## src/rtl/stopwatch_pkg.sv

```systemverilog
// Shared encodings and digit limits for the MM:SS stopwatch controller.
package stopwatch_pkg;

    localparam int unsigned BCD_W = 4;

    localparam logic [BCD_W-1:0] DIG_MAX_UNITS = 4'd9;
    localparam logic [BCD_W-1:0] DIG_MAX_TENS  = 4'd5;

    typedef enum logic [1:0] {
        ST_IDLE  = 2'd0,
        ST_RUN   = 2'd1,
        ST_PAUSE = 2'd2
    } sw_state_e;

    // Digit order: [0] seconds units, [1] seconds tens, [2] minutes units, [3] minutes tens.
    typedef logic [3:0][BCD_W-1:0] mmss_t;

endpackage

```

## src/rtl/key_press_detect.sv

```systemverilog
// Two-flop synchronizer plus falling-edge detect for one raw active-low pushbutton.
module key_press_detect (
    input  logic clk,
    input  logic reset,
    input  logic key_n,
    output logic press
);

    logic sync1_q, sync2_q, prev_q;

    // Flops reset low so a key held down through reset never looks like a fresh press.
    always_ff @(posedge clk or negedge reset) begin
        if (!reset) begin
            sync1_q <= 1'b0;
            sync2_q <= 1'b0;
            prev_q  <= 1'b0;
        end else begin
            sync1_q <= key_n;
            sync2_q <= sync1_q;
            prev_q  <= sync2_q;
        end
    end

    assign press = ~sync2_q & prev_q;

endmodule

```

## src/rtl/stopwatch_ctrl.sv

```systemverilog
// Run/pause/clear/lap controller: key sequencing FSM, 1 Hz tick prescaler, MM:SS BCD
// cascade and lap-freeze display mux, all on the single system clock.
module stopwatch_ctrl
    import stopwatch_pkg::*;
#(
    parameter int unsigned TICK_DIV = 50000000,
    parameter int unsigned TICK_W   = 26
) (
    input  logic             clk,
    input  logic             reset,
    input  logic             start_stop_n,
    input  logic             clear_n,
    input  logic             lap_n,
    output logic [BCD_W-1:0] disp0,
    output logic [BCD_W-1:0] disp1,
    output logic [BCD_W-1:0] disp2,
    output logic [BCD_W-1:0] disp3,
    output logic             running,
    output logic             frozen,
    output logic             tick,
    output logic             wrap
);

    localparam logic [TICK_W-1:0] PRESC_LAST = TICK_W'(TICK_DIV - 1);

    logic start_press, clear_press, lap_press;

    sw_state_e         state_q, state_d;
    logic [TICK_W-1:0] presc_q, presc_d;
    logic              tick_q, tick_d;
    logic              wrap_q, wrap_d;
    logic              frozen_q, frozen_d;
    mmss_t             dig_q, dig_d;
    mmss_t             snap_q, snap_d;

    key_press_detect u_key_start (
        .clk   (clk),
        .reset (reset),
        .key_n (start_stop_n),
        .press (start_press)
    );

    key_press_detect u_key_clear (
        .clk   (clk),
        .reset (reset),
        .key_n (clear_n),
        .press (clear_press)
    );

    key_press_detect u_key_lap (
        .clk   (clk),
        .reset (reset),
        .key_n (lap_n),
        .press (lap_press)
    );

    always_comb begin
        state_d = state_q;
        case (state_q)
            ST_IDLE:  if (start_press && !clear_press) state_d = ST_RUN;
            ST_RUN:   if (start_press) state_d = ST_PAUSE;
            ST_PAUSE: begin
                if (clear_press) begin
                    state_d = ST_IDLE;
                end else if (start_press) begin
                    state_d = ST_RUN;
                end
            end
            default:  state_d = ST_IDLE;
        endcase
    end

    always_comb begin
        presc_d  = presc_q;
        tick_d   = 1'b0;
        dig_d    = dig_q;
        wrap_d   = 1'b0;
        frozen_d = frozen_q;
        snap_d   = snap_q;

        if (state_q == ST_RUN) begin
            if (presc_q == PRESC_LAST) begin
                presc_d = '0;
                tick_d  = 1'b1;
            end else begin
                presc_d = presc_q + 1'b1;
            end
        end

        // Applied on tick_q regardless of state, so a tick raised on the last RUN edge still counts.
        if (tick_q) begin
            if (dig_q[0] != DIG_MAX_UNITS) begin
                dig_d[0] = dig_q[0] + 1'b1;
            end else begin
                dig_d[0] = '0;
                if (dig_q[1] != DIG_MAX_TENS) begin
                    dig_d[1] = dig_q[1] + 1'b1;
                end else begin
                    dig_d[1] = '0;
                    if (dig_q[2] != DIG_MAX_UNITS) begin
                        dig_d[2] = dig_q[2] + 1'b1;
                    end else begin
                        dig_d[2] = '0;
                        if (dig_q[3] != DIG_MAX_TENS) begin
                            dig_d[3] = dig_q[3] + 1'b1;
                        end else begin
                            dig_d[3] = '0;
                            wrap_d   = 1'b1;
                        end
                    end
                end
            end
        end

        if (lap_press) begin
            if (state_q == ST_RUN) begin
                if (!frozen_q) begin
                    snap_d   = dig_q;
                    frozen_d = 1'b1;
                end else begin
                    frozen_d = 1'b0;
                end
            end else if (state_q == ST_PAUSE) begin
                frozen_d = 1'b0;
            end
        end

        if (state_d == ST_IDLE) begin
            presc_d  = '0;
            dig_d    = '0;
            snap_d   = '0;
            frozen_d = 1'b0;
            wrap_d   = 1'b0;
        end
    end

    always_ff @(posedge clk or negedge reset) begin
        if (!reset) begin
            state_q  <= ST_IDLE;
            presc_q  <= '0;
            tick_q   <= 1'b0;
            wrap_q   <= 1'b0;
            frozen_q <= 1'b0;
            dig_q    <= '0;
            snap_q   <= '0;
        end else begin
            state_q  <= state_d;
            presc_q  <= presc_d;
            tick_q   <= tick_d;
            wrap_q   <= wrap_d;
            frozen_q <= frozen_d;
            dig_q    <= dig_d;
            snap_q   <= snap_d;
        end
    end

    assign disp0   = frozen_q ? snap_q[0] : dig_q[0];
    assign disp1   = frozen_q ? snap_q[1] : dig_q[1];
    assign disp2   = frozen_q ? snap_q[2] : dig_q[2];
    assign disp3   = frozen_q ? snap_q[3] : dig_q[3];
    assign running = (state_q == ST_RUN);
    assign frozen  = frozen_q;
    assign tick    = tick_q;
    assign wrap    = wrap_q;

endmodule
```

## config.mk

```make
export PLATFORM = sky130hd
export DESIGN_NAME = stopwatch_ctrl
export DESIGN_NICKNAME = d
export VERILOG_FILES = /design/src/rtl/stopwatch_pkg.sv /design/src/rtl/key_press_detect.sv /design/src/rtl/stopwatch_ctrl.sv
export SDC_FILE = /design/constraint.sdc
export NUM_CORES = 1
export LEC_CHECK = 0
export CORE_MARGIN = 2
export CORE_UTILIZATION = 53
export DETAILED_ROUTE_END_ITERATION = 7
export PLACE_DENSITY = 0.74
export SYNTH_ARGS = -nofsm -noshare
export SYNTH_HDL_FRONTEND = slang
export SYNTH_SLANG_ARGS = --single-unit
```

## constraint.sdc

```tcl
create_clock -name clk -period 1.8 [get_ports clk]
set_input_delay 0.27 -clock clk [delete_from_list [all_inputs] [get_ports clk]]
set_output_delay 0.27 -clock clk [all_outputs]
set_load 0.01 [all_outputs]
```

# Word-level counts from Yosys, hierarchy flattened
# Index checks and enable logic that the tools add are counted.
# totals
register_bits	72
out_inout_bits	20
elab_cells	95
# classes
addsub	5
eq_ne	11
muxes	38
n_bitwise	6
reduce_logical	13
# op_table
operator	count
two-way mux 16 bit	6
two-way mux 26 bit	3
two-way mux 4 bit	9
adder 26 x 1 -> 26 bit (second input constant)	1
equality test 26 bit (second input constant)	1
adder 4 x 1 -> 4 bit (second input constant)	4
two-way mux 1 bit	13
two-way mux 12 bit	1
two-way mux 2 bit	4
two-way mux 8 bit	1
!= test 2 x 1 -> 1 bit (second input constant)	4
!= test 4 x 3 -> 1 bit (second input constant)	2
!= test 4 bit (second input constant)	2
case mux 2 bit (3 select lines)	1
AND reduction 3 bit	2
nonzero test 2 bit	3
zero test 2 bit	2
AND reduction 2 bit	2
AND reduction 4 bit	1
bitwise AND 1 bit	3
inverter 1 bit	3
nonzero test 3 bit	1
equality test 2 x 1 -> 1 bit (second input constant)	1
equality test 2 bit (second input constant)	1
other kinds (2)	2

# Depth between registers and ports, before layout
# Gate-level depths: netlist of run 1.
# logic_depth
depth_word	9
ltp_mapped	10

# Modules after synthesis
# A second synthesis of run 1 with hierarchy kept.
# hier_totals
hier_cells	413
area_unflattened_um2	3856.2
# modules_own_cells
module	instances	cells_per_inst	area_each_um2
stopwatch_ctrl	1	401	3589.7
key_press_detect	3	4	88.8

# Worst setup path before layout of run 1
# No wires, ideal clock.
# synth_timing
path_type	register to register
startpoint	register state_q[1]
endpoint	register snap_q[0] in the netlist's numbering
setup_time_ns	0.077
arrival_ns	1.979
required_ns	1.723
path_slack_ns	-0.257
stages_incl_launch_ff	11
synth_period_minus_slack_ns	2.057
path_cell_list	dfrtp_1 > inv_1 > ha_1 > clkbuf_1 > inv_2 > nor2_1 > and2_1 > clkbuf_1 > clkbuf_1 > nand2_1 > a21oi_1
# synth_between
word_cells_on_any_way	14
cone_classes	eq/ne: 3; mux: 6; reduce/logical: 5
# synth_rtl
item	line_no	source
start: declaration	stopwatch_ctrl.sv:28	sw_state_e state_q, state_d;
start signal: assignment	stopwatch_ctrl.sv:147	state_q <= state_d;
equality test 2 x 1 -> 1 bit (*)	n/a	
via running	stopwatch_ctrl.sv:18	output logic running,
case mux 2 bit (3 select lines)	stopwatch_ctrl.sv:59	case (state_q)
zero test 2 bit	stopwatch_ctrl.sv:128	if (state_d == ST_IDLE) begin
!= test 2 x 1 -> 1 bit (no line) / nonzero test 2 bit (equally long branches)	n/a	
AND reduction 3 bit (no line)	n/a	
end signal: assignment	stopwatch_ctrl.sv:153	snap_q <= snap_d;
end: declaration	stopwatch_ctrl.sv:34	mmss_t snap_q, snap_d;
# The timed path passes the listed nets; every way through them passes the cells marked *.
# A chain may end at the register's enable or synchronous reset.

# Worst setup path in the final report of run 1
# layout_timing
startpoint	register state_q[0]
endpoint	register snap_q[2] in the netlist's numbering
# layout_between
elab_chain_len	6
word_cells_on_any_way	14
cone_classes	eq/ne: 3; mux: 6; reduce/logical: 5
# layout_lines
item	line_no	source
two-way mux 2 bit	stopwatch_ctrl.sv:65	end else if (start_press) begin
two-way mux 2 bit	stopwatch_ctrl.sv:63	if (clear_press) begin
case mux 2 bit (3 select lines) (*)	stopwatch_ctrl.sv:59	
via state_d[0]	stopwatch_ctrl.sv:28	
zero test 2 bit (*)	stopwatch_ctrl.sv:128	
!= test 2 x 1 -> 1 bit (no line) / nonzero test 2 bit (equally long branches)	n/a	
AND reduction 3 bit (no line)	n/a	
# Marks and branches as above.

==> impl_metrics.tcl, run 1 <==
set metrics [dict create \
    p_leak_uw 0.002152 \
    detailedPlacementHpwl_um 5821 \
    cpMostUsedCell "sky130_fd_sc_hd__nor2_4" \
    cp_slowest_stage_delay_ns 0.41 \
    syn_avg_cell_area_um2 9.306 \
    final_critical_path_setup_slack_ns -0.1474 \
    synth_instances 407 \
    cts_root_buf "sky130_fd_sc_hd__clkbuf_8" \
    synth_area_leader_cell "sky130_fd_sc_hd__dfrtp_1" \
    finalCriticalPeriod_ns 1.947 \
    rsz_0062_raised_after_global_routing "yes" \
    detailroute.via_count 3471 \
    clock_insertion_delay_worst_skew_ns 0.36 \
    postPlaceCellArea_um2 4548 \
    ir_worst_vdd_mv 0.7697 \
    stdcell_area_um2 5192 \
    core-area_um2 6869 \
    hp-class "register to register" \
    n_antenna_cell 0 \
    postRouteAntennaNets 0 \
    drcViolationCount 0 \
    cts.sink_count 72 \
    worst-path-max-fanout 8 \
    die_height_um 88.54 \
    crit_path_top_delay_cell "sky130_fd_sc_hd__dfrtp_1" \
    max-cap-violations 0 \
    placed_instances 557 \
    worstSetupPathType "register to register" \
    setup.worst_path.end_class "register" \
    clkTransAtPathRegs_ns 0.08 \
    synth.area.top_cells "sky130_fd_sc_hd__dfrtp_1 48%, sky130_fd_sc_hd__nand2_1 6.3%, sky130_fd_sc_hd__a21oi_1 5.9%" \
    mappedNetlistArea_um2 3787 \
    run_status "complete, but fails checks" \
    final.period_utilization 1.082 \
    gr-total-overflow 0 \
    slew-limit-headroom 0.7218 \
    path_buf_inv 3 \
    avgViaCountPerCell 5.903 \
    syn_to_final_growth_pct 37.10 \
    cpLargestDelayFamily "simple AND/OR/NAND/NOR gates" \
    crit_chain "or3b_1 > a222oi_1 > buf_4 > nor2_4 > nor2_4 > buf_6 > buf_8 > a21oi_2" \
    syn-num-nets 425 \
    timing.fmax_mhz 513.5 \
    wire_per_inst_um 17.69 \
    fp-row-count 30 \
    gp_weighted_congestion 0.9099 \
    starting_density_of_the_core 0.5514 \
    layout.nets 505 \
    worst_clock_skew_ns 0.01445 \
    die_w_um 88.54 \
    max_slew.worst_pin.slew_ns 0.4174 \
    p_per_area_nw_per_um2 1080 \
    grt_antenna_before_repair 0 \
    worst_ep_arrival_time_ns 2.20 \
    violated_checks "negative setup slack" \
    io_buffer_count 24 \
    top_level_pins 25 \
    yosys.cell_types.count 51 \
    clk_path_buf_depth 2 \
    slew_viol_final 0 \
    crit_path_start_kind "register" \
    grt_pass1_vias 3455 \
    dieArea_um2 7838 \
    setup_viol_count_final 62 \
    grt_start_max_net_pins 73 \
    cts_tree "yes" \
    drt_wl_total_um 10400 \
    synth-edff-count 0 \
    synth-seq-cells 72 \
    instances_no_fill 588 \
    cts_made_buffers 9 \
    grt_first_pass_wirelength_um 16560 \
    synth_top_area_frac 0.4757 \
    synthArstFlopShare 1.000 \
    worstPathRequired_ns 2.05 \
    maximum_level_of_the_cts_h_tree 3 \
    final_layout_size_suffix_gt1_frac 0.3598 \
    globalRouteTotalUtil 0.2787 \
    detail_route.iter0.violations 219 \
    ys_seq_area_frac 0.4757 \
    synth_warnings 0 \
    yosys_most_used_dff "sky130_fd_sc_hd__dfrtp_1" \
    hold_viol 0 \
    drt_pass1_iterations 5 \
]
==> what timing repair did <==
item	4_1_cts	5_1_grt
hold buffers	1	0
gates resized for setup	104	35
buffers inserted	7	2
pin swaps	16	7
cloned	4	2
setup endpoints to repair	77	73
endpoints found under the hold margin	72	0
==> worst paths after layout <==
| path | cells after the start | startpoint | slack [ns] | endpoint |
|---|---|---|---|---|
| hold / removal | 0 | u_key_lap.sync1_q | 0.35 | u_key_lap.sync2_q |
| hold reg to reg | 0 | u_key_lap.sync1_q | 0.35 | u_key_lap.sync2_q |
| setup reg to reg | 8 | state_q[0] | -0.15 | snap_q[2] |
| min in group asynchronous | 3 | reset | 0.46 | snap_q[7] |
| max in group asynchronous | 3 | reset | 1.02 | presc_q[13] |
| setup / recovery | 8 | state_q[0] | -0.15 | snap_q[2] |
==> placed cells by master (no fill, tap or decap), drive strengths merged, types with 2 or more instances in the layout <==
cell,instances
o22ai,3
nand2,64
nor4bb,2
xor2,5
and4,4
or4,5
nand3b,3
xnor2,7
bufinv,2
or3b,2
o21ai,16
ha,13
a21oi,45
nor2b,2
dfrtp,72
and3,3
nor4,4
nand4,11
inv,9
nor2,31
nor3b,2
nand4b,2
clkbuf,16
nand3,18
and4b,2
o32ai,4
buf,74
nand2b,4
and3b,3
nor3,14
clkinv,3
mux2,13
and2,7
clkdlybuf4s50,6
or3,7
==> final cells by class <==
class | instances | area (um^2)
inverters | 9 | 33.78
multi-input cells | 307 | 2201
flip-flops and latches | 72 | 1804
clock inverters | 5 | 78.83
repair buffers | 88 | 803.3
well taps | 96 | 120.1
clock buffers | 11 | 151.4
fillers | 469 | 1677
==> per-stage QoR <==
stage	TNS, ns	hold slack, ns	util	setup WS, ns	total power [uW]
2_1_floorplan	-1.637	-0.02559	-	-0.08157	2630
3_3_place_gp	-5.144	0.3282	0.6621	-0.1137	3047
3_5_place_dp	-10.53	0.3317	0.6621	-0.2117	3079
4_1_cts	-5.326	0.3423	0.7406	-0.1312	5541
5_1_grt	-11.22	0.3466	0.7559	-0.2284	5803
6_report	-6.259	0.3467	0.7559	-0.1474	5608
==> routing by layer <==
layer / track usage / share of wire / vias to the layer above
met1: 0.3357 / 0.41 / 1718
met3: 0.05037 / 0.044 / 32
met2: 0.4798 / 0.52 / 116
met4: 0.1391 / 0.030 / 0
li1: - / - / 1605
met5: 0 / 0 / -
==> cell families (layout without fill, tap and decap cells) <==
kind of cell,count (synthesis),count (layout),share of synthesized area
adders and majority gates,13,13,0.04295
muxes,13,13,0.03865
and+or+nand+nor,190,191,0.2613
AOI/OAI and AO/OA,78,78,0.1206
xor gates and xnor gates,12,12,0.02775
buffers and inverters,29,113,0.03303
DFF,72,72,0.4757
==> flip-flops by register name, summed over array words and instances, names as in the netlist, 2 cells and up <==
register	flops
state_q	2
presc_q	26
snap_q	16
dig_q	16
==> report_power, final <==
group	switching (uW)	total [uW]	internal, uW
Clock	653	1510	854
Combinational	1380	2410	1020
Sequential	34.7	1690	1660
Total	2070	5610	3540
==> Yosys cell counts (4+ instances only) <==
library cell,instances
sky130_fd_sc_hd__ha_1,13
sky130_fd_sc_hd__mux2_2,13
sky130_fd_sc_hd__buf_2,4
sky130_fd_sc_hd__xor2_1,5
sky130_fd_sc_hd__nor3_1,14
sky130_fd_sc_hd__o21ai_0,15
sky130_fd_sc_hd__clkbuf_1,12
sky130_fd_sc_hd__inv_1,8
sky130_fd_sc_hd__xnor2_1,7
sky130_fd_sc_hd__nand2b_1,4
sky130_fd_sc_hd__nor4_1,4
sky130_fd_sc_hd__nand4_1,10
sky130_fd_sc_hd__and2_1,7
sky130_fd_sc_hd__nor2_1,31
sky130_fd_sc_hd__o32ai_1,4
sky130_fd_sc_hd__or4_1,4
sky130_fd_sc_hd__nand3_1,18
sky130_fd_sc_hd__a21oi_1,45
sky130_fd_sc_hd__nand2_1,64
sky130_fd_sc_hd__dfrtp_1,72
sky130_fd_sc_hd__or3_1,6
Note: power is estimated with default switching activity, not from simulation.
==> run 2: changes to the inputs <==
Settings changed: CAP_MARGIN set to 25, CORE_MARGIN 2 to 3.
==> run 2 against run 1 <==
Effect of this change: the flow still finishes with violations (negative setup slack); setup slack got worse by 0.091 ns; fmax down 4.5%; first-iteration DRC count up 31%; via count is 1.8% higher; largest power group unchanged; utilization grew 2.8 points; sequential power about the same; global-route usage down 1.4 points; register-to-register slack got worse by 0.09 ns.
==> impl_metrics.tcl, run 2 (same netlist as run 1, synthesis figures left out) <==
set metrics [dict create \
    run_status "complete, but fails checks" \
    violated_checks "negative setup slack" \
    cts_tree "yes" \
    cts_made_buffers 9 \
    drt_wl_total_um 10910 \
    slew-limit-headroom 0.7280 \
    final_common_cell "sky130_fd_sc_hd__dfrtp_1" \
    worst_clock_skew_ns 0.01588 \
    slew_viol_final 0 \
    grt_pass1_vias 3540 \
    drcViolationCount 0 \
    p_leak_uw 0.002217 \
    syn_to_final_growth_pct 42.09 \
    globalRouteTotalUtil 0.2646 \
    avgViaCountPerCell 5.910 \
    grt_antenna_before_repair 0 \
    power.switching_fraction 0.3664 \
    p_sw_uw 2200 \
    reg_top3 "presc_q: 26 flops, dig_q: 16 flops, snap_q: 16 flops" \
    final.period_utilization 1.133 \
    top_library_cells_by_usage_in_the_layout_fill_and_taps_aside "70 x sky130_fd_sc_hd__dfrtp_1, 60 x sky130_fd_sc_hd__nand2_1, 54 x sky130_fd_sc_hd__buf_4" \
    layout.nets 515 \
    dieArea_um2 8197 \
    worst_r2r_startpoint "state_q[0]" \
    max_reg_flops 26 \
    gr-total-overflow 0 \
    worstSetupPathType "register to register" \
    worst_setup_path_startpoint "state_q[0]" \
    die_w_um 90.54 \
    core-area_um2 6869 \
    drt_pass1_iterations 5 \
    grt_start_max_net_pins 27 \
    place_worst_setup_slack_ns -0.1940 \
    postPlaceCellArea_um2 4608 \
    detail_route.iter0.violations 286 \
    starting_density_of_the_core 0.5514 \
    worst_r2r_path_depth 8 \
    rsz_0062_raised_after_global_routing "yes" \
    final_critical_path_setup_slack_ns -0.2386 \
    n_antenna_cell 0 \
    wire_per_inst_um 18.24 \
    hold_viol 0 \
    worst-path-max-fanout 7 \
    die_height_um 90.54 \
    postRouteAntennaNets 0 \
    fin_total_pwr_uw 6005 \
    share_comb_of_total_power 0.481 \
    clk_path_buf_depth 2 \
    grt_first_pass_wirelength_um 17330 \
    setup.worst_path.end_class "register" \
    stdcell_area_um2 5381 \
    finish.utilization 0.7834 \
    io_buffer_count 24 \
    cts.sink_count 72 \
    crit_path_start_kind "register" \
    placed_instances 565 \
    maximum_level_of_the_cts_h_tree 3 \
    max_slew.worst_pin.slew_ns 0.4043 \
    setup_viol_count_final 60 \
    worst_ep_arrival_time_ns 2.26 \
    gp_weighted_congestion 0.8485 \
    power.share.sequential 0.283 \
    top_level_pins 25 \
    timing.fmax_mhz 490.5 \
    worstPathRequired_ns 2.02 \
    detailedPlacementHpwl_um 6157 \
    ir_worst_vdd_mv 0.9120 \
    hp-class "input pin to asynchronous set/reset pin" \
    cts_root_buf "sky130_fd_sc_hd__clkbuf_8" \
    final_layout_size_suffix_gt1_frac 0.3765 \
    p_per_area_nw_per_um2 1116 \
    power_frac_clock 0.237 \
    max-cap-violations 0 \
    instances_no_fill 598 \
    clock_insertion_delay_worst_skew_ns 0.36 \
    intPower_uw 3805 \
    finalCriticalPeriod_ns 2.039 \
    detailroute.via_count 3534 \
    fp-row-count 30 \
    clkTransAtPathRegs_ns 0.08 \
    max_flop_register "presc_q" \
]
-- run 2: cell types whose count changed in the layout (fill, tap and decap cells not counted), sizes merged --
cell | previous run | this run
buf | 74 | 86
clkdlybuf4s15 | 1 | 3
or4 | 5 | 4
clkbuf | 16 | 12
bufbuf | 0 | 1
clkinv | 3 | 4
clkdlybuf4s50 | 6 | 5
-- run 2: power by group through the flow --
stage	Sequential, uW	Combinational (uW)	Clock, uW
2_1_floorplan	1720	906	0
3_3_place_gp	1720	1420	0
3_5_place_dp	1720	1450	0
4_1_cts	1690	2770	1410
5_1_grt	1700	3030	1500
6_report	1700	2890	1420
-- run 2: final cells by class --
| type | instances | area, um^2 |
|---|---|---|
| clock inverters | 6 | 83.83 |
| repair buffers | 99 | 999.7 |
| clock buffers | 10 | 127.6 |
| inverters | 9 | 33.78 |
| flip-flops and latches | 72 | 1804 |
| multi-input cells | 306 | 2212 |
| well taps | 96 | 120.1 |
| fillers | 435 | 1488 |
-- run 2: metrics by stage --
| step | setup TNS, ns | hold slack, ns |
|---|---|---|
| after global placement | -4.345 | 0.1599 |
| after global routing | -16.05 | 0.3237 |
| after detailed placement | -10.16 | 0.1618 |
| after CTS | -7.949 | 0.3228 |
| final | -7.902 | 0.3204 |
| after floorplan | -1.637 | -0.02559 |
-- run 2: worst paths after layout --
path,to,slack [ns]
worst max register to register,presc_q[23],-0.24
worst max-delay path,presc_q[23],-0.24
max in group asynchronous,presc_q[8],0.82
worst min-delay path,snap_q[0],0.32
min in group clk,u_key_clear.sync1_q,0.35
worst min register to register,u_key_clear.sync2_q,0.35
-- run 2: metal layers --
layer  track usage  share of wire  vias up
li1              -              -     1632
met1        0.3290           0.41     1761
met2        0.4453           0.51      116
met3       0.06250          0.053       25
met4        0.1020          0.023        0
met5             0              0        -
-- run 2: timing repair --
action / 4_1_cts / 5_1_grt
cloned: 6 / 1
hold buffers: 1 / 0
resized for setup: 103 / 60
setup buffers: 13 / 1
endpoints found under the hold margin: 8 / 0
pin swaps: 15 / 15
endpoints found under the setup margin: 77 / 74
-- run 2: worst max-delay path, stage by stage, from the launching register on --
cell and delay, ns:
sky130_fd_sc_hd__dfrtp_1 0.43, sky130_fd_sc_hd__or3b_1 0.37, sky130_fd_sc_hd__a222oi_1 0.28, sky130_fd_sc_hd__buf_4 0.20, sky130_fd_sc_hd__buf_12 0.10, sky130_fd_sc_hd__o221ai_4 0.12, sky130_fd_sc_hd__buf_6 0.18, sky130_fd_sc_hd__nand4b_1 0.12
sky130_fd_sc_hd__o22ai_1 0.11
==> run 3: changes to the inputs <==
Settings changed: CORE_UTILIZATION 53 to 64, PLACE_DENSITY 0.74 to 0.83.
Clock period 1.8 ns to 2.5 ns, I/O delays scaled along.
==> run 3 against run 2 <==
Effect of this change: the flow now finishes without violations; first-iteration DRC count fell by 19%; utilization fell by 1.2 points; design area fell by 20%; sequential power fell by 28%; clock skew fell by 0.0087 ns; clock power fell by 25%.
==> impl_metrics.tcl, run 3 (same netlist as run 1, synthesis figures left out) <==
set metrics [dict create \
    clkTransAtPathRegs_ns 0.08 \
    final_common_cell "sky130_fd_sc_hd__dfrtp_1" \
    p_leak_uw 0.001751 \
    cts_made_buffers 9 \
    drt_pass1_iterations 5 \
    cp_slowest_stage_delay_ns 0.57 \
    drt_wl_total_um 8253 \
    final_layout_size_suffix_gt1_frac 0.1101 \
    layout.filler_cells 393 \
    detail_route.iter0.violations 231 \
    rsz_0062_raised_after_global_routing "no" \
    worst-path-max-fanout 16 \
    max_flop_register "presc_q" \
    finish.utilization 0.7718 \
    cts.sink_count 72 \
    power.switching_fraction 0.3450 \
    drcViolationCount 0 \
    core-area_um2 5608 \
    avgViaCountPerCell 6.185 \
    slew_viol_final 0 \
    hold_viol 0 \
    share_comb_of_total_power 0.254 \
    wire_per_inst_um 16.25 \
    p_per_area_nw_per_um2 709.3 \
    dieArea_um2 6877 \
    fin_total_pwr_uw 3070 \
    detailroute.via_count 3142 \
    worst_ep_arrival_time_ns 1.94 \
    ir_worst_vdd_mv 0.9436 \
    p_sw_uw 1059 \
    timing.fmax_mhz 432.6 \
    cts_tree "yes" \
    crit_path_start_kind "register" \
    reg2reg_slack_ns 0.22 \
    crit_chain "inv_1 > ha_1 > buf_4 > clkdlybuf4s50_1" \
    starting_density_of_the_core 0.6754 \
    cts_hold_repair.buffers 0 \
    worst_clock_skew_ns 0.007154 \
    setup_viol_count_final 0 \
    worstSetupPathType "register to output pin" \
    detailedPlacementHpwl_um 5616 \
    globalRouteTotalUtil 0.2531 \
    placed_instances 492 \
    crit_path_top_delay_cell "sky130_fd_sc_hd__clkdlybuf4s50_1" \
    io_buffer_count 24 \
    cts_root_buf "sky130_fd_sc_hd__clkbuf_8" \
    grt_start_max_net_pins 39 \
    slew-limit-headroom 0.6072 \
    die_height_um 82.93 \
    path_buf_inv 3 \
    grt_antenna_before_repair 0 \
    run_status "completed" \
    instances_no_fill 508 \
    max_reg_flops 26 \
    intPower_uw 2011 \
    clock_insertion_delay_worst_skew_ns 0.35 \
    n_antenna_cell 0 \
    top_level_pins 25 \
    fp-row-count 27 \
    clk_path_buf_depth 2 \
    gp_weighted_congestion 0.8609 \
    worstPathRequired_ns 2.12 \
    hp-class "input pin to asynchronous set/reset pin" \
    max_slew.worst_pin.slew_ns 0.5878 \
    layout.nets 449 \
    syn_to_final_growth_pct 14.27 \
    power_frac_clock 0.345 \
    die_w_um 82.93 \
    setup.worst_path.end_class "output pin" \
    power.share.sequential 0.401 \
    postRouteAntennaNets 0 \
    tns_ns 0 \
    grt_first_pass_wirelength_um 14150 \
    cpLargestDelayFamily "buffers and inverters" \
    maximum_level_of_the_cts_h_tree 3 \
    top_library_cells_by_usage_in_the_layout_fill_and_taps_aside "71 x sky130_fd_sc_hd__dfrtp_1, 64 x sky130_fd_sc_hd__nand2_1, 45 x sky130_fd_sc_hd__a21oi_1" \
    reg_top3 "presc_q: 26 flops, dig_q: 16 flops, snap_q: 16 flops" \
    final.period_utilization 0.9247 \
    grt_pass1_vias 3027 \
    stdcell_area_um2 4328 \
    gr-total-overflow 0 \
    max-cap-violations 0 \
    postPlaceCellArea_um2 4096 \
    finalCriticalPeriod_ns 2.312 \
]
## run 3: per-layer routing
metal  track usage  vias to the layer above  wire [um]
li1              -                     1503          -
met5             0                        -          0
met3       0.05159                       13        412
met1        0.3263                     1523       3568
met4        0.1085                        0        138
met2        0.4155                      103       4134
## run 3: area by class of cell
| cell class | instances | area, um^2 | share of cell area |
|---|---|---|---|
| repair buffers | 33 | 302.8 | 0.06996 |
| multi-input cells | 306 | 1868 | 0.4316 |
| inverters | 9 | 33.78 | 0.007806 |
| clock inverters | 5 | 78.83 | 0.01821 |
| well taps | 72 | 90.09 | 0.02082 |
| flip-flops and latches | 72 | 1803 | 0.4166 |
| clock buffers | 11 | 151.4 | 0.03498 |
## run 3: timing repair
item,in CTS,in global routing
endpoints found under the setup margin,12,0
endpoints found under the hold margin,0,0
setup buffers,0,0
gates resized for setup,1,0
## run 3: power by group through the flow
stage | registers (uW) | logic, uW | clock network, uW
floorplan | 1240 | 538 | 0
global placement | 1250 | 752 | 0
detailed placement | 1250 | 767 | 0
CTS | 1230 | 772 | 1070
global route | 1240 | 860 | 1120
finish | 1230 | 779 | 1060
## run 3: per-stage QoR
| stage | setup WS, ns | hold slack (ns) |
|---|---|---|
| global placement | 0.2572 | 0.3352 |
| global route | 0.02487 | 0.1007 |
| finish | 0.1882 | 0.05743 |
| CTS | 0.1858 | 0.06733 |
| floorplan | 0.4433 | 0.07941 |
| detailed placement | 0.2699 | 0.3403 |
## run 3: worst paths after layout
check,from,endpoint,cells past startpoint
setup / recovery,state_q[1],running,4
max in group asynchronous,reset,frozen,2
hold reg to reg,u_key_clear.sync1_q,u_key_clear.sync2_q,0
hold / removal,reset,dig_q[11],2
setup reg to reg,presc_q[0],presc_q[19],5
min in group clk,u_key_clear.sync1_q,u_key_clear.sync2_q,0
==> patch: new RTL, settings of run 1 <==
The output `wrap` loses its register stage (`wrap_q` becomes a continuous assignment).
--- a/src/rtl/stopwatch_ctrl.sv
+++ b/src/rtl/stopwatch_ctrl.sv
@@ -140,5 +140,4 @@
             presc_q  <= '0;
             tick_q   <= 1'b0;
-            wrap_q   <= 1'b0;
             frozen_q <= 1'b0;
             dig_q    <= '0;
@@ -148,5 +147,4 @@
             presc_q  <= presc_d;
             tick_q   <= tick_d;
-            wrap_q   <= wrap_d;
             frozen_q <= frozen_d;
             dig_q    <= dig_d;
@@ -154,4 +152,6 @@
         end
     end
+
+    assign wrap_q = wrap_d;
 
     assign disp0   = frozen_q ? snap_q[0] : dig_q[0];
Check against the original RTL: same outputs for any inputs over 10 cycles, from zero or initial values and one cycle with reset low; that may be too few to reach the edited logic, so the function may still have changed.
==> patch against run 1 <==
The flow still finishes with violations (negative setup slack). Largest power group unchanged. Total power is 15% higher. Critical path depth is 2 lower. Routed wire length is 18% higher. Area after synthesis is 0.66% lower. Worst setup slack worse by 0.33 ns. Sequential cell count is 1 lower. Count of clock-buffer cells in the layout is 1 higher. Final area is 6.0% higher. Largest cell class unchanged. Global-route usage is 4.1 points higher.
==> patch: results (changes against run 1) <==
Critical path
  • CP arrival: 2.01 ns (-0.19 ns)
  • Worst Reg-to-Reg Cells: 9 (+1)
  • Critical path peak fanout: 3 (-5)
  • Critical R2R Capture: dig_q[6]$_DFFE_PN0P_
  • Reg2reg setup slack: -0.43 ns (-0.28 ns)

CTS
  • Max Root-Sink Buffers: 2 (unchanged)
  • TritonCTS buffer count: 9 (unchanged)

Yosys
  • Post-synth net total: 424 (-0.24%)
  • Number of synthesized flops with an enable pin: 0 (unchanged)
  • Post-synth top cells: 71 x dfrtp_1, 64 x nand2_1, 45 x a21oi_1
  • Seq/Total Area, Yosys: 47.22% (-0.35 points)
  • Synth area leaders: dfrtp_1 47%, nand2_1 6.4%, a21oi_1 6.0%, ha_1 4.3%, mux2_2 3.9%

Global route
  • Overall Global Routing Usage: 31.98% (+4.1 points)
  • Vias in the first global route: 3,795 (+9.8%)

STA
  • Hold slack: 0.3506 ns (+0.003882 ns)
  • Final setup vio count: 61 (-1.6%)
  • PnR worst setup slack: -0.4803 ns (-0.3329 ns)
  • Worst Max-Slew Pin Slew: 0.4204 ns (+0.003046 ns)
  • Fin Clk Skew: 0.01008 ns (-0.004372 ns)

Run status
  • Status: finished, violations left
  • Failing checks: negative setup slack

Placed design
  • Post-DP HPWL: 6076 um (+4.4%)

Routing
  • Drt via density: 6.144 (+4.1%)
  • Wire per inst: 19.61 um (+11%)
  • Initial drt markers: 362 (+65%)

Hold path
  • HP Start: u_key_lap.sync1_q$_DFF_PN0_
  • Hold depth: 0 (unchanged)

Cells and area
  • Fill cells: 387 (-17%)
  • Fraction of layout cells with a size suffix above 1: 35.80% (-0.18 points)

Pwr
  • Max IR drop VDD: 1.299 mV (+69%)
  • LEAKAGE: 0.002409 uW (+12%)
  • Switch share: 34.03% (-2.9 points)
-- patch: timing repair --
item,4_1_cts,5_1_grt
pin swaps,17,10
gates cloned,8,1
resized for setup,98,32
endpoints found under the hold margin,71,0
hold buffers,1,0
setup endpoints to repair,77,76
setup buffers,13,9
-- patch: per-layer routing --
layer,track usage (%),share of wire (%)
met4,15.84,4.8
met3,5.970,6.7
met2,52.49,48
met5,0,0
met1,40.76,40
-- patch: cell families after synthesis --
logic type,Yosys count,synth area share [%]
flops,71,47.22
mux,13,3.891
simple gates,190,26.31
buf+inv,29,3.325
xor+xnor,12,2.793
compound gates,78,12.14
fa+ha+maj,13,4.323
-- patch: power groups by stage --
stage	combinational, uW	clock (uW)	sequential [uW]
floorplan	823	0	1700
global placement	1320	0	1700
detailed placement	1340	0	1700
CTS	2970	1460	1670
global route	3390	1530	1680
finish	3290	1470	1670
-- patch: area by class of cell --
| cell class | instances | area share, % |
|---|---|---|
| clock inverter | 4 | 1.409 |
| sequential | 71 | 32.30 |
| timing repair buffer | 126 | 22.62 |
| clock buffer | 12 | 2.637 |
| multi-input combinational | 306 | 38.24 |
| inverter | 9 | 0.6138 |
| tap | 96 | 2.182 |
-- patch: worst max-delay path by stage --
| stage | slack, ns | end | from | cells past startpoint |
|---|---|---|---|---|
| after floorplan | -0.11 | wrap | state_q[1]$_DFF_PN0_ | 8 |
| after global placement | -0.47 | wrap | state_q[0]$_DFF_PN0_ | 7 |
| after detailed placement | -0.51 | wrap | state_q[0]$_DFF_PN0_ | 7 |
| after CTS | -0.43 | wrap | state_q[0]$_DFF_PN0_ | 6 |
| after global routing | -0.52 | wrap | u_key_clear.sync2_q$_DFF_PN0_ | 6 |
| final | -0.48 | wrap | u_key_clear.sync2_q$_DFF_PN0_ | 6 |
-- patch: metrics by stage --
stage	instance area, um2	power (uW)	worst slack [ns]	std cells	TNS, ns
6_report	5504	6434	-0.4803	624	-20.60
5_1_grt	5504	6598	-0.5196	624	-23.23
4_1_cts	5431	6100	-0.4338	620	-13.91
3_5_place_dp	4698	3037	-0.5136	583	-19.06
3_3_place_gp	4698	3012	-0.4711	583	-17.14
2_1_floorplan	3817	2522	-0.1125	406	-2.721
